--- src/rtl/medac_win_sweep_ctrl.sv ---
// Window-select calibration sweep for the MEDAC-protected async FIFO: settle, measure, drain, evaluate.
// Optional build macro SWEEP_EARLY_EXIT_EN: stop the sweep at the first window with zero errors.
module medac_win_sweep_ctrl #(
  parameter int CNT_W         = 32,
  parameter int WIN_W         = 4,
  parameter int SETTLE_CYCLES = 16,
  parameter int MEAS_CYCLES   = 1024,
  parameter int DRAIN_CYCLES  = 4
) (
  input  logic             i_clk,
  input  logic             i_rst,
  input  logic             i_go,
  input  logic             i_abort,
  input  logic [WIN_W-1:0] i_win_lo,
  input  logic [WIN_W-1:0] i_win_hi,
  input  logic [CNT_W-1:0] i_err_cnt,
  output logic [WIN_W-1:0] o_win_sel,
  output logic             o_start,
  output logic             o_busy,
  output logic             o_done,
  output logic             o_cfg_err,
  output logic [WIN_W-1:0] o_best_win,
  output logic [CNT_W-1:0] o_best_err
);

  localparam logic [31:0] SETTLE_LD = 32'(SETTLE_CYCLES - 1);
  localparam logic [31:0] MEAS_LD   = 32'(MEAS_CYCLES - 1);
  localparam logic [31:0] DRAIN_LD  = 32'(DRAIN_CYCLES - 1);

  typedef enum logic [2:0] {
    S_IDLE, S_SETTLE, S_MEASURE, S_DRAIN, S_EVAL, S_DONE
  } state_t;

  state_t           r_state;
  state_t           w_state_next;
  logic [31:0]      r_cnt;
  logic [31:0]      w_cnt_load;
  logic [WIN_W-1:0] r_hi;
  logic [WIN_W-1:0] r_win_sel;
  logic [WIN_W-1:0] r_best_win;
  logic [CNT_W-1:0] r_best_err;
  logic [CNT_W-1:0] r_snap;
  logic             r_start;
  logic             r_busy;
  logic             r_done;
  logic             r_cfg_err;
  logic [CNT_W-1:0] w_delta;
  logic             w_better;
  logic             w_cnt_zero;
  logic             w_go_ok;
  logic             w_go_bad;
  logic             w_last;

  always_comb begin
    w_state_next = r_state;
    w_cnt_load   = '0;
    // Modular subtraction gives the right delta across a counter wrap.
    w_delta      = i_err_cnt - r_snap;
    w_better     = (w_delta < r_best_err);
    w_cnt_zero   = (r_cnt == '0);
    w_go_ok      = i_go && !i_abort && (i_win_lo <= i_win_hi);
    w_go_bad     = i_go && !i_abort && (i_win_lo > i_win_hi);
`ifdef SWEEP_EARLY_EXIT_EN
    w_last       = (r_win_sel == r_hi) || (w_delta == '0);
`else
    w_last       = (r_win_sel == r_hi);
`endif
    case (r_state)
      S_IDLE:    if (w_go_ok) w_state_next = S_SETTLE;
      S_SETTLE:  if (w_cnt_zero) w_state_next = S_MEASURE;
      S_MEASURE: if (w_cnt_zero) w_state_next = S_DRAIN;
      S_DRAIN:   if (w_cnt_zero) w_state_next = S_EVAL;
      S_EVAL:    w_state_next = w_last ? S_DONE : S_SETTLE;
      S_DONE:    w_state_next = S_IDLE;
      default:   w_state_next = S_IDLE;
    endcase
    if (i_abort && (r_state != S_IDLE)) begin
      w_state_next = S_IDLE;
    end
    case (w_state_next)
      S_SETTLE:  w_cnt_load = SETTLE_LD;
      S_MEASURE: w_cnt_load = MEAS_LD;
      S_DRAIN:   w_cnt_load = DRAIN_LD;
      default:   w_cnt_load = '0;
    endcase
  end

  always_ff @(posedge i_clk) begin
    if (i_rst) begin
      r_state <= S_IDLE;
      r_cnt   <= '0;
    end else begin
      r_state <= w_state_next;
      if (w_state_next != r_state) begin
        r_cnt <= w_cnt_load;
      end else if (!w_cnt_zero) begin
        r_cnt <= r_cnt - 32'd1;
      end
    end
  end

  always_ff @(posedge i_clk) begin
    if (i_rst) begin
      r_hi       <= '0;
      r_win_sel  <= '0;
      r_best_win <= '0;
      r_best_err <= '1;
      r_snap     <= '0;
      r_start    <= 1'b0;
      r_busy     <= 1'b0;
      r_done     <= 1'b0;
      r_cfg_err  <= 1'b0;
    end else begin
      // start and busy follow the next state so they line up exactly with the state they describe.
      r_start <= (w_state_next == S_MEASURE);
      r_busy  <= (w_state_next != S_IDLE);
      r_done  <= 1'b0;
      if ((r_state == S_SETTLE) && w_cnt_zero) begin
        r_snap <= i_err_cnt;
      end
      case (r_state)
        S_IDLE: begin
          if (w_go_ok) begin
            r_hi       <= i_win_hi;
            r_win_sel  <= i_win_lo;
            r_best_win <= i_win_lo;
            r_best_err <= '1;
            r_cfg_err  <= 1'b0;
          end else if (w_go_bad) begin
            r_cfg_err <= 1'b1;
            r_done    <= 1'b1;
          end
        end
        S_EVAL: begin
          if (!i_abort) begin
            if (w_better) begin
              r_best_win <= r_win_sel;
              r_best_err <= w_delta;
            end
            if (!w_last) begin
              r_win_sel <= r_win_sel + 1'b1;
            end
          end
        end
        S_DONE: begin
          if (!i_abort) r_done <= 1'b1;
        end
        default: ;
      endcase
    end
  end

  assign o_win_sel  = r_win_sel;
  assign o_start    = r_start;
  assign o_busy     = r_busy;
  assign o_done     = r_done;
  assign o_cfg_err  = r_cfg_err;
  assign o_best_win = r_best_win;
  assign o_best_err = r_best_err;

endmodule

--- config.mk ---
export PLATFORM = sky130hd
export DESIGN_NAME = medac_win_sweep_ctrl
export DESIGN_NICKNAME = d
export VERILOG_FILES = /design/src/rtl/medac_win_sweep_ctrl.sv
export SDC_FILE = /design/constraint.sdc
export NUM_CORES = 1
export LEC_CHECK = 0
export CAP_MARGIN = 20
export CORE_AREA = 5 5 159 161
export CTS_CLUSTER_SIZE = 8
export DETAILED_ROUTE_END_ITERATION = 8
export DIE_AREA = 0 0 164 166
export DONT_BUFFER_PORTS = 1
export GPL_TIMING_DRIVEN = 1
export PLACE_DENSITY_LB_ADDON = 0.3
export SETUP_SLACK_MARGIN = 0.15
export SKIP_LAST_GASP = 1
export SLEW_MARGIN = 20
export SYNTH_ARGS = -nofsm -noshare
export SYNTH_HDL_FRONTEND = slang
export SYNTH_SLANG_ARGS = --single-unit
--- constraint.sdc ---
create_clock -name i_clk -period 6.9 [get_ports i_clk]
set_input_delay 1.38 -clock i_clk [delete_from_list [all_inputs] [get_ports i_clk]]
set_output_delay 1.38 -clock i_clk [all_outputs]
set_load 0.02 [all_outputs]
## Word-level counts from Yosys, hierarchy flattened

Cells that the tools add are included.

- Output and inout bits: 44
- Logic and storage cells: 75
- Register bits: 115

- Add/sub/neg operators: 3
- Mux-type cells: 27
- Magnitude comparators: 3
- Reductions and logical operators: 16
- Equal/unequal tests: 15

Operator list:

| cell | count |
|---|---|
| $mux W32 | 5 |
| $pmux W32 S2 | 1 |
| $logic_not A32 Y1 | 1 |
| $lt A32 B32 Y1 | 1 |
| $sub A32 B1 Y32 const B | 1 |
| $sub A32 B32 Y32 | 1 |
| $pmux W10 S3 | 1 |
| $mux W4 | 5 |
| $mux W3 | 6 |
| $pmux W4 S2 | 2 |
| $pmux W3 S5 | 1 |
| $eq A3 B2 Y1 const B | 4 |
| $ne A2 B2 Y1 const B | 4 |
| $reduce_and A4 Y1 | 2 |
| $eq A3 B1 Y1 const B | 2 |
| $eq A3 B3 Y1 const B | 2 |
| $reduce_bool A3 Y1 | 2 |
| $logic_and A1 B1 Y1 | 5 |
| $mux W1 | 5 |
| $add A4 B1 Y4 const B | 1 |
| $eq A4 B4 Y1 | 1 |
| $gt A4 B4 Y1 | 1 |
| $le A4 B4 Y1 | 1 |
| $reduce_and A2 Y1 | 2 |
| other kinds (6) | 7 |

## Longest topological paths before layout

Gate-level depths: netlist of the first run.

- Word-level depth: 9
- Gate-level depth with buffers: 23
- Depth with buffers taken out: 21

## Worst setup path before layout of the first run

No wires, ideal clock.

- Path kind: input to register
- Start: input i_err_cnt[0]
- End: register r_best_win[0] (netlist: o_best_win[0])
- Library setup time: 0.091 ns
- Arrival: 5.457 ns
- Cell stages on the path: 23
- Setup slack: 1.353 ns
- Required time: 6.809 ns
- Path through: inv_1 -> ha_1 -> inv_1 -> fa_1 -> a21oi_1 -> o21bai_1 -> a31o_2 -> a211oi_1 -> o211a_1 -> o31ai_1 -> o21ai_0 -> xnor2_1 -> ha_1 -> a21o_1 -> a21o_1 -> a21oi_1 -> o21ai_0 -> a2111oi_0 -> and2_1 -> buf_2 -> buf_2 -> nor2_1 -> a311oi_1

- Word-level cells in the longest chain between the ends: 4

Ends and longest elaborated chain:

| item | RTL line | RTL |
|---|---|---|
| from (decl) | 16 | `input logic [CNT_W-1:0] i_err_cnt,` |
| $sub A32 B32 Y32 | 58 | `w_delta = i_err_cnt - r_snap;` |
| $lt A32 B32 Y1 | 59 | `w_better = (w_delta < r_best_err);` |
| $ne A2 B2 Y1 (no source line) | - |  |
| $reduce_and A4 Y1 (no source line) | - |  |
| to (signal assigned) | 126 | `r_best_win <= i_win_lo;` |
| to (signal assigned) | 137 | `r_best_win <= r_win_sel;` |
| to (decl) | 40 | `logic [WIN_W-1:0] r_best_win;` |

No other way between the ends.
A chain may end at the register's enable or synchronous reset.

## Final worst setup path of the first run

Ends and elaborated chain as after synthesis.

==> qor.yml, run 1 <==
clocking:
  holdBufCountCts: 0
  clock_path_buffers: 2
  cts_resized: 0
  h-tree-depth: 4
  cts_sinks: 115
  clk_pin_slew_ps: 60
  cts_made_buffers: 17
  insertion_delay_ps: 430
  root_buffer: "clkbuf_16"
  cts_tree: "built"
  post_cts_buffers: 0
floorplan:
  num_rows: 57
  core_region_area_sq_um: 23800
  io_pins: 88
  die_area_sq_um: 27200
  start_util_pct: 31.1
  die_h_microns: 166
  die_w_microns: 164
yosys:
  synth_seq_area_share_pct: 31.1
  yosysMostFrequentCell: "nand2_1"
  synth_fp_nets: 1086
  yosysTopAreaCellShare_pct: 31.1
  ys_seq_elements: 115
  synth_cells: 973
  syn_area_per_cell_sq_um: 7.62
  async_flop_share_pct: 0
  synth_edf_count: 0
  netlist_area_sq_um: 7410
  synth-main-ff-cell: "dfxtp_1"
  ys_top_cells_by_area: "dfxtp_1, ha_1, nand2_1"
  yosysWarningCount: 0
  synth_common_cells: "nand2_1, dfxtp_1, nor2_1"
  yosysTopAreaCell: "dfxtp_1"
  ys_types: 64
place:
  place_ws_ps: 397
  dp_hpwl_mm: 15.0
  globalplace.congestion: 0.828
  port_buffers: 0
  placed_area_sq_um: 7720
timing:
  clock_skew_ps: 16.4
  tns_ps: 0
  rsz0062_at_grt: "false"
  min_period_over_period_pct: 88.3
  finalHoldViolations: 0
  max_slew_margin_pct: 50.9
  setup_viol: 0
  clock.fmax_ghz: 0.164
  worstMarginPinSlew_ps: 734
  slew_violations: 0
  setup_slack_ps: 805
  finalCriticalPeriod_ps: 6100
power_and_ir_drop:
  power_density_nw_per_um2: 326
  leakagePower_nw: 3.53
  ir_drop_mv: 0.361
detailed_routing:
  wl_per_cell_microns: 15.8
  vias_per_cell: 5.06
  drt-pass1-iter-count: 5
  drt_iter0_drc: 416
  ant_nets: 0
  vias: 6542
  drcViolationCount: 0
  routed_wl_mm: 20.4
worst_setup_path:
  critPathCaptureType: "flip-flop"
  setup.worst_path.class: "primary input to flip-flop"
  worstPathRequired_ps: 7240
  worst_setup_path_start_kind: "primary input"
  path_max_fanout: 17
  cp.arrival_ps: 6440
run:
  maxCapViolations: 0
finish:
  drive_above_1_share_pct: 6.40
  final_nets: 1069
  fillers: 2556
  fin_area_sq_um: 8320
  antenna_cells: 0
  areaGrowthSynthToFinish_pct: 12.3
global_route:
  grt_use_total_pct: 15.2
  antenna_found_initial: 0
  grt_pass1_wl_mm: 33.2
  grt_overflow: 0
  grt_max_degree: 64
  grt_pass1_vias: 6249
run_status:
  status: "complete, no violations"
worst_hold_path:
  min-delay-path-class: "flip-flop to flip-flop"
## flip-flops by register name, indices dropped and copies added (netlist names)
name / flops
o_start: 1
o_busy: 1
o_done: 1
r_snap: 32
o_win_sel: 4
r_state: 3
o_best_win: 4
r_cnt: 32
o_cfg_err: 1
r_hi: 4
o_best_err: 32
## layer usage
| layer | up-vias | wire length, microns | global-route usage [%] |
|---|---|---|---|
| met3 | 20 | 1220 | 5.14 |
| met2 | 135 | 9790 | 24.8 |
| met4 | 0 | 294 | 4.01 |
| met5 | - | 0 | 0 |
| met1 | 3045 | 9130 | 19.1 |
| li1 | 3342 | - | - |
## layout make-up
| type | count | area (sq um) | area share (%) |
|---|---|---|---|
| multi-input combinational | 727 | 4620 | 55.5 |
| sequential | 115 | 2300 | 27.7 |
| clock buffer | 17 | 425 | 5.11 |
| tap | 324 | 405 | 4.87 |
| timing repair buffer | 12 | 90.1 | 1.08 |
| clock inverter | 15 | 171 | 2.06 |
| inverter | 83 | 312 | 3.74 |
## logic make-up (layout without fill, tap and decap cells)
family / count (synthesis) / count (layout) / share of synthesized area [%]
mux: 1 / 1 / 0.135
buf+inv: 131 / 127 / 6.86
simple gates: 363 / 363 / 23.3
xor+xnor: 59 / 59 / 6.97
compound gates: 235 / 235 / 19.9
fa+ha+maj: 69 / 69 / 11.8
flops: 115 / 115 / 31.1
## final timing paths
| path | slack [ps] | end | cells after the start | from |
|---|---|---|---|---|
| hold / removal | 450 | r_snap[30]$_SDFFE_PP0P_ | 2 | r_snap[30]$_SDFFE_PP0P_ |
| setup reg to reg | 1460 | o_best_win[0]$_SDFFE_PP0P_ | 21 | r_snap[0]$_SDFFE_PP0P_ |
| hold reg to reg | 450 | r_snap[30]$_SDFFE_PP0P_ | 2 | r_snap[30]$_SDFFE_PP0P_ |
| setup / recovery | 800 | o_best_win[0]$_SDFFE_PP0P_ | 22 | i_err_cnt[0] |
## placed cells by master (no fill, tap or decap), types with 5 or more instances in the layout
cell | synthesis | final
xnor2_1 | 27 | 27
nand3_1 | 16 | 16
clkbuf_16 | 0 | 17
nand2_1 | 123 | 123
inv_1 | 83 | 83
and3_1 | 13 | 13
nor3_1 | 40 | 39
ha_1 | 68 | 68
buf_4 | 0 | 12
nor2b_1 | 7 | 7
nor3b_1 | 5 | 5
o21bai_1 | 7 | 7
inv_6 | 0 | 6
a21oi_1 | 80 | 80
o21ai_0 | 56 | 56
xor2_1 | 32 | 32
nand4_1 | 9 | 9
nand2b_1 | 5 | 5
a311oi_1 | 10 | 10
o21a_1 | 9 | 9
nor2_1 | 100 | 100
a21o_1 | 26 | 26
nor4_1 | 11 | 11
or3_1 | 7 | 7
a211oi_1 | 5 | 5
dfxtp_1 | 115 | 115
or2_2 | 5 | 5
## through the flow
stage	total power [mW]	instances	hold WS (ps)	utilization [%]
floorplan	1.65	973	432	-
global placement	1.81	1261	434	32.4
detailed placement	1.82	1261	439	32.4
CTS	2.73	1293	448	34.9
global route	2.91	1293	461	34.9
finish	2.71	1293	448	34.9
## where the power goes
group	switching, mW	internal (mW)
combinational	0.550	0.397
clock	0.360	0.541
sequential	0.0972	0.765
## worst max-delay path, cell delays in order
cell and delay (ps):
inv_1 40, ha_1 150, inv_1 50, fa_1 410, a21oi_1 210, o21bai_1 120
a31o_2 230, a211oi_1 380, o211a_1 290, o31ai_1 110, o21ai_0 390, xnor2_1 180
ha_1 260, a21o_1 160, a21o_1 160, a21oi_1 140, o21ai_0 100, a2111oi_0 620
and2_2 470, buf_4 280, nor2_1 60, a311oi_1 230
Power figures use the tool's default switching activity.
==> inputs of run 2 (changes only) <==
Settings changed: GPL_TIMING_DRIVEN 1 to 0.
==> run 2 against run 1 <==
  * Count of clock-buffer cells in the layout rose by 3
  * Sequential share of layout area decreased by 0.47 points
  * First-iteration DRC count grew 5.3%
  * Critical endpoint unchanged
  * Wire length grew 3.7%
  * Maximum frequency down 5.5%
  * Critical path depth is 1 higher
==> qor.yml, run 2 (synthesized netlist as in run 1, its figures left out) <==
run_status:
  status: "complete, no violations"
finish:
  multi_input_area_sq_um: 4610  # -0.27%
  fillers: 2512  # -1.7%
  seq_area_sq_um: 2300  # unchanged
  areaGrowthSynthToFinish_pct: 14.3
  final_common_cell: "nand2_1"
  final_nets: 1105  # +3.4%
  drive_above_1_share_pct: 6.17  # -0.23 points
  antenna_cells: 0  # unchanged
  mostFrequentLayoutCells: "nand2_1, dfxtp_1, nor2_1"
worst_setup_path:
  setup.worst_path.class: "primary input to flip-flop"
  worstPathRequired_ps: 7220  # -20 ps
  reg2reg_slack_ps: 1110  # -350 ps
  worst_setup_path_start_kind: "primary input"
  path_max_fanout: 10  # -7
  r2r-start: "r_snap[0]$_SDFFE_PP0P_"
  cp.arrival_ps: 6770  # +330 ps
  critPathCaptureType: "flip-flop"
  crit_start: "i_err_cnt[0]"
power_and_ir_drop:
  p_seq_share_pct: 30.6  # -1.2 points
  total_power_mw: 2.80  # +3.2%
  p_sw_share_pct: 35.7  # -1.4 points
  power_density_nw_per_um2: 330  # +1.5%
  power_switching_mw: 1.00  # -0.67%
  internal_power_mw: 1.80  # +5.6%
  ir_drop_mv: 0.317  # -12%
  leakagePower_nw: 3.59  # +1.8%
  clkPwrFrac_pct: 34.5  # +1.3 points
  comb_power_share_pct: 34.9  # about the same
timing:
  finalHoldViolations: 0  # unchanged
  worstMarginPinSlew_ps: 821  # +86.7 ps
  setup_viol: 0  # unchanged
  min_period_over_period_pct: 93.5  # +5.2 points
  clock.fmax_ghz: 0.155  # -5.5%
  setup_slack_ps: 449  # -356 ps
  clock_skew_ps: 8.38  # -7.97 ps
  finalCriticalPeriod_ps: 6450  # +356 ps
  rsz0062_at_grt: "false"
  tns_ps: 0  # unchanged
  slew_violations: 0  # unchanged
  max_slew_margin_pct: 44.5  # -6.4 points
floorplan:
  num_rows: 57  # unchanged
  start_util_pct: 31.1  # unchanged
  io_pins: 88  # unchanged
  die_w_microns: 164  # unchanged
  core_region_area_sq_um: 23800  # unchanged
  die_area_sq_um: 27200  # unchanged
  die_h_microns: 166  # unchanged
global_route:
  grt.busiest_layer: "met2"
  grt_pass1_vias: 6542  # +4.7%
  use_met1_pct: 20.4  # +1.3 points
  grt_max_degree: 17  # -73%
  use_met3_pct: 4.74  # -0.40 points
  grt_use_total_pct: 15.8  # +0.65 points
  antenna_found_initial: 1  # +1
  grt_overflow: 0  # unchanged
  grtUsageMet2_pct: 26.0  # +1.2 points
  grt_pass1_wl_mm: 34.5  # +4.1%
detailed_routing:
  ant_nets: 0  # unchanged
  drt-pass1-iter-count: 5  # unchanged
  drt_iter0_drc: 438  # +5.3%
  drcViolationCount: 0  # unchanged
  vias_per_cell: 5.08  # +0.47%
  vias: 6756  # +3.3%
  routed_wl_mm: 21.2  # +3.7%
  wl_per_cell_microns: 15.9  # +0.92%
clocking:
  cts_made_buffers: 17  # unchanged
  clk_pin_slew_ps: 60  # about the same
  root_buffer: "clkbuf_16"
  cts_sinks: 115  # unchanged
  insertion_delay_ps: 420  # about the same
  cts_tree: "built"
  h-tree-depth: 4  # unchanged
  clock_path_buffers: 2  # unchanged
worst_hold_path:
  min-delay-path-class: "flip-flop to flip-flop"
  min-delay-start: "r_snap[10]$_SDFFE_PP0P_"
place:
  dp_hpwl_mm: 16.4  # +9.7%
  port_buffers: 0  # unchanged
  place_ws_ps: 100  # -297 ps
  globalplace.congestion: 0.858  # +3.6%
run:
  maxCapViolations: 0  # unchanged
==> run 2: critical path, cell delays in order <==
cell,delay (ps)
inv_1,40
ha_1,150
inv_1,50
fa_1,410
a21oi_1,220
o21bai_1,120
a31o_2,230
a211oi_1,460
o211a_1,330
o31ai_1,130
o21ai_0,420
xnor2_1,180
ha_1,260
a21o_1,160
a21o_1,160
a21oi_1,160
o21ai_0,100
a2111oi_1,700
and2_1,210
buf_2,230
buf_2,320
nor2_1,70
a311oi_1,260
==> run 2: worst paths after layout <==
check             cells after the start                          to
hold reg to reg                       2     r_snap[10]$_SDFFE_PP0P_
hold / removal                        2     r_snap[10]$_SDFFE_PP0P_
setup reg to reg                     22  o_best_win[0]$_SDFFE_PP0P_
setup / recovery                     23  o_best_win[0]$_SDFFE_PP0P_
==> run 2: area by class of cell <==
cell class,instances,share of cell area (%)
Multi-Input combinational cell,727,54.4
Sequential cell,115,27.2
Clock buffer,20,5.51
Tap cell,324,4.79
Inverter,83,3.68
Buffer,48,2.32
Clock inverter,12,2.11
==> run 2: per-stage QoR <==
step | cells | cell area (sq um) | utilization, % | hold slack (ps)
2_1_floorplan | 973 | 7410 | - | 432
3_3_place_gp | 1297 | 7820 | 32.8 | 439
3_5_place_dp | 1297 | 7820 | 32.8 | 443
4_1_cts | 1329 | 8470 | 35.5 | 450
5_1_grt | 1329 | 8470 | 35.5 | 470
6_report | 1329 | 8470 | 35.5 | 448
==> run 2: timing repair <==
item	4_1_cts	5_1_grt
hold buffers	0	0
setup endpoints to repair	0	14
resized for setup	0	1
buffers inserted	0	0
==> run 2: routing by layer <==
metal,vias to the layer above,part of all wire [%]
met5,-,0.061
met4,2,1.1
met3,17,6.5
met2,138,48
met1,3192,44
li1,3407,-
==> run 2: power by group through the flow <==
stage / clock network, mW / logic, mW / registers, mW
floorplan: 0 / 0.804 / 0.850
global placement: 0 / 0.961 / 0.866
detailed placement: 0 / 0.971 / 0.869
CTS: 0.980 / 0.978 / 0.856
global route: 1.01 / 1.11 / 0.872
finish: 0.964 / 0.977 / 0.857
==> inputs of run 3 (changes only) <==
Settings changed: CORE_AREA 5 5 159 161 to 3 3 157 159, DIE_AREA 0 0 164 166 to 0 0 160 162.
==> run 3 against run 2 <==
  * Via count decreased by 0.87%
  * Maximum frequency increased by 0.71%
  * Non-clock buffer count unchanged
  * Utilization increased by 0.83 points
  * Design area increased by 0.53%
  * Flip-flop and latch count unchanged
  * Count of clock-buffer cells in the layout decreased by 2
  * Combinational power decreased by 0.4%
  * Clock power increased by 10%
  * Sequential power about the same
  * Setup slack improved by 46 ps
  * Critical path type unchanged
  * Critical endpoint is now o_best_win[1]$_SDFFE_PP0P_
  * Largest cell class unchanged
==> qor.yml, run 3 (synthesized netlist as in run 1, its figures left out) <==
run_status:
  status: "complete, no violations"
finish:
  areaGrowthSynthToFinish_pct: 14.9
  final_nets: 1105  # unchanged
  final_common_cell: "nand2_1"
  mostFrequentLayoutCells: "nand2_1, dfxtp_1, nor2_1"
  fillers: 2505  # -0.28%
  seq_area_sq_um: 2300  # unchanged
  antenna_cells: 0  # unchanged
  multi_input_area_sq_um: 4610  # unchanged
  fin_area_sq_um: 8510  # +0.53%
  drive_above_1_share_pct: 6.17  # unchanged
power_and_ir_drop:
  leakagePower_nw: 3.61  # +0.44%
  power_density_nw_per_um2: 339  # +2.6%
  ir_drop_mv: 0.283  # -11%
global_route:
  grt_pass1_wl_mm: 33.3  # -3.6%
  grt_use_total_pct: 16.2  # +0.37 points
  grt_overflow: 0  # unchanged
  grt_max_degree: 17  # unchanged
  antenna_found_initial: 0  # -1
  grt_pass1_vias: 6306  # -3.6%
detailed_routing:
  vias: 6697  # -0.87%
  ant_nets: 0  # unchanged
  wl_per_cell_microns: 15.9  # -0.27%
  vias_per_cell: 5.06  # -0.50%
  routed_wl_mm: 21.1  # -0.65%
  drt_iter0_drc: 508  # +16%
  drt-pass1-iter-count: 5  # unchanged
  drcViolationCount: 0  # unchanged
clocking:
  root_buffer: "clkbuf_16"
  cts_sinks: 115  # unchanged
  cts_tree: "built"
  insertion_delay_ps: 420  # about the same
  clock_path_buffers: 2  # unchanged
  cts_made_buffers: 17  # unchanged
  clk_pin_slew_ps: 60  # about the same
  post_cts_buffers: 0  # unchanged
  h-tree-depth: 4  # unchanged
run:
  maxCapViolations: 0  # unchanged
place:
  dp_hpwl_mm: 16.2  # -1.5%
  port_buffers: 0  # unchanged
  globalplace.congestion: 0.845  # -1.5%
  placed_area_sq_um: 7810  # about the same
worst_setup_path:
  critPathSlowestCell: "a2111oi_1"
  critPathCaptureType: "flip-flop"
  crit_chain: "inv_1 -> ha_1 -> inv_1 -> fa_1 -> a21oi_1 -> o21bai_1 -> a31o_2 -> a211oi_1 -> o211a_1 -> o31ai_1 -> o21ai_0 -> xnor2_1 -> ha_1 -> a21o_1 -> a21o_1 -> a21oi_1 -> o21ai_0 -> a2111oi_1 -> and2_1 -> buf_2 -> buf_2 -> nor2_1 -> a311oi_1"
  path_max_fanout: 10  # unchanged
  worst_setup_path_start_kind: "primary input"
  path_buf_inv: 4  # unchanged
  cpPeakStageDelay_ps: 720  # +20 ps
  setup.worst_path.class: "primary input to flip-flop"
  worstPathRequired_ps: 7230  # about the same
  cp.arrival_ps: 6740  # -30 ps
  crit_start: "i_err_cnt[0]"
  r2r-start: "r_snap[0]$_SDFFE_PP0P_"
  path_delay_family: "compound AO/OA/AOI/OAI gates"
worst_hold_path:
  min-delay-path-class: "flip-flop to flip-flop"
  min-delay-start: "r_snap[5]$_SDFFE_PP0P_"
floorplan:
  die_area_sq_um: 25900  # -4.8%
  die_w_microns: 160  # -2.4%
  core_region_area_sq_um: 23400  # -1.8%
  num_rows: 56  # -1.8%
  die_h_microns: 162  # -2.4%
  start_util_pct: 31.7  # +0.56 points
  io_pins: 88  # unchanged
timing:
  clock.fmax_ghz: 0.156  # +0.71%
  setup_viol: 0  # unchanged
  max_slew_margin_pct: 43.2  # -1.3 points
  tns_ps: 0  # unchanged
  worstMarginPinSlew_ps: 840  # +18.8 ps
  finalCriticalPeriod_ps: 6410  # -45.7 ps
  rsz0062_at_grt: "false"
  slew_violations: 0  # unchanged
  clock_skew_ps: 8.89  # +0.503 ps
  min_period_over_period_pct: 92.8  # -0.66 points
  finalHoldViolations: 0  # unchanged
==> run 3: cell count changes in the layout (fill, tap and decap cells not counted), sizes merged <==
cell,change
bufinv,+3
clkbuf,-2
clkinv,-3
clkinvlp,+2
==> run 3: layout make-up <==
class                           instances  share of cell area [%]
Multi-Input combinational cell        727                    54.1
Sequential cell                       115                    27.0
Clock buffer                           18                    5.16
Tap cell                              319                    4.69
Inverter                               83                    3.66
Clock inverter                         14                    3.03
Buffer                                 48                    2.31
==> run 3: per-layer routing <==
metal	wire length [microns]	up-vias	GRT usage, %	part of all wire, %
li1	-	3409	-	-
met1	9560	3120	20.0	45
met2	9970	143	27.5	47
met3	1230	25	4.36	5.8
met4	309	0	5.40	1.5
met5	0	-	0	0
==> run 3: timing repair <==
action	in CTS	in global routing
hold endpoints to repair	0	0
hold buffers	0	0
endpoints found under the setup margin	0	16
resized for setup	0	1
==> run 3: worst reg2reg max path, cell delays in order, from the launching register on <==
cell and delay [ps]:
dfxtp_1 330, ha_1 160, inv_1 50, fa_1 410
a21oi_1 210, o21bai_1 120, a31o_2 240, a211oi_1 440
o211a_1 310, o31ai_1 120, o21ai_0 470, xnor2_1 190
ha_1 260, a21o_1 160, a21o_1 160, a21oi_1 140
o21ai_0 100, a2111oi_1 720, and2_1 210, buf_2 240
buf_2 310, nor2_1 80, a311oi_1 240
==> run 3: through the flow <==
stage | total power [mW] | util, % | setup WS, ps | hold slack (ps) | std cells
floorplan | 1.65 | - | 1350 | 432 | 973
global placement | 1.83 | 33.4 | 113 | 439 | 1292
detailed placement | 1.83 | 33.4 | 72.2 | 445 | 1292
CTS | 2.91 | 36.4 | 477 | 452 | 1324
global route | 3.07 | 36.4 | 186 | 462 | 1324
finish | 2.88 | 36.4 | 495 | 451 | 1324
==> run 3: worst paths after layout <==
kind	endpoint	slack [ps]	depth (start not counted)
max reg2reg	o_best_win[1]$_SDFFE_PP0P_	1160	22
min reg2reg	r_snap[5]$_SDFFE_PP0P_	450	2
max	o_best_win[1]$_SDFFE_PP0P_	490	23
min	r_snap[5]$_SDFFE_PP0P_	450	2
==> run 3: report_power, final <==
part           internal (mW)  switching, mW  total (mW)  leakage (nW)
combinational          0.400          0.573       0.973          2.35
sequential             0.765         0.0897       0.855         0.933
clock                  0.721          0.336        1.06         0.324
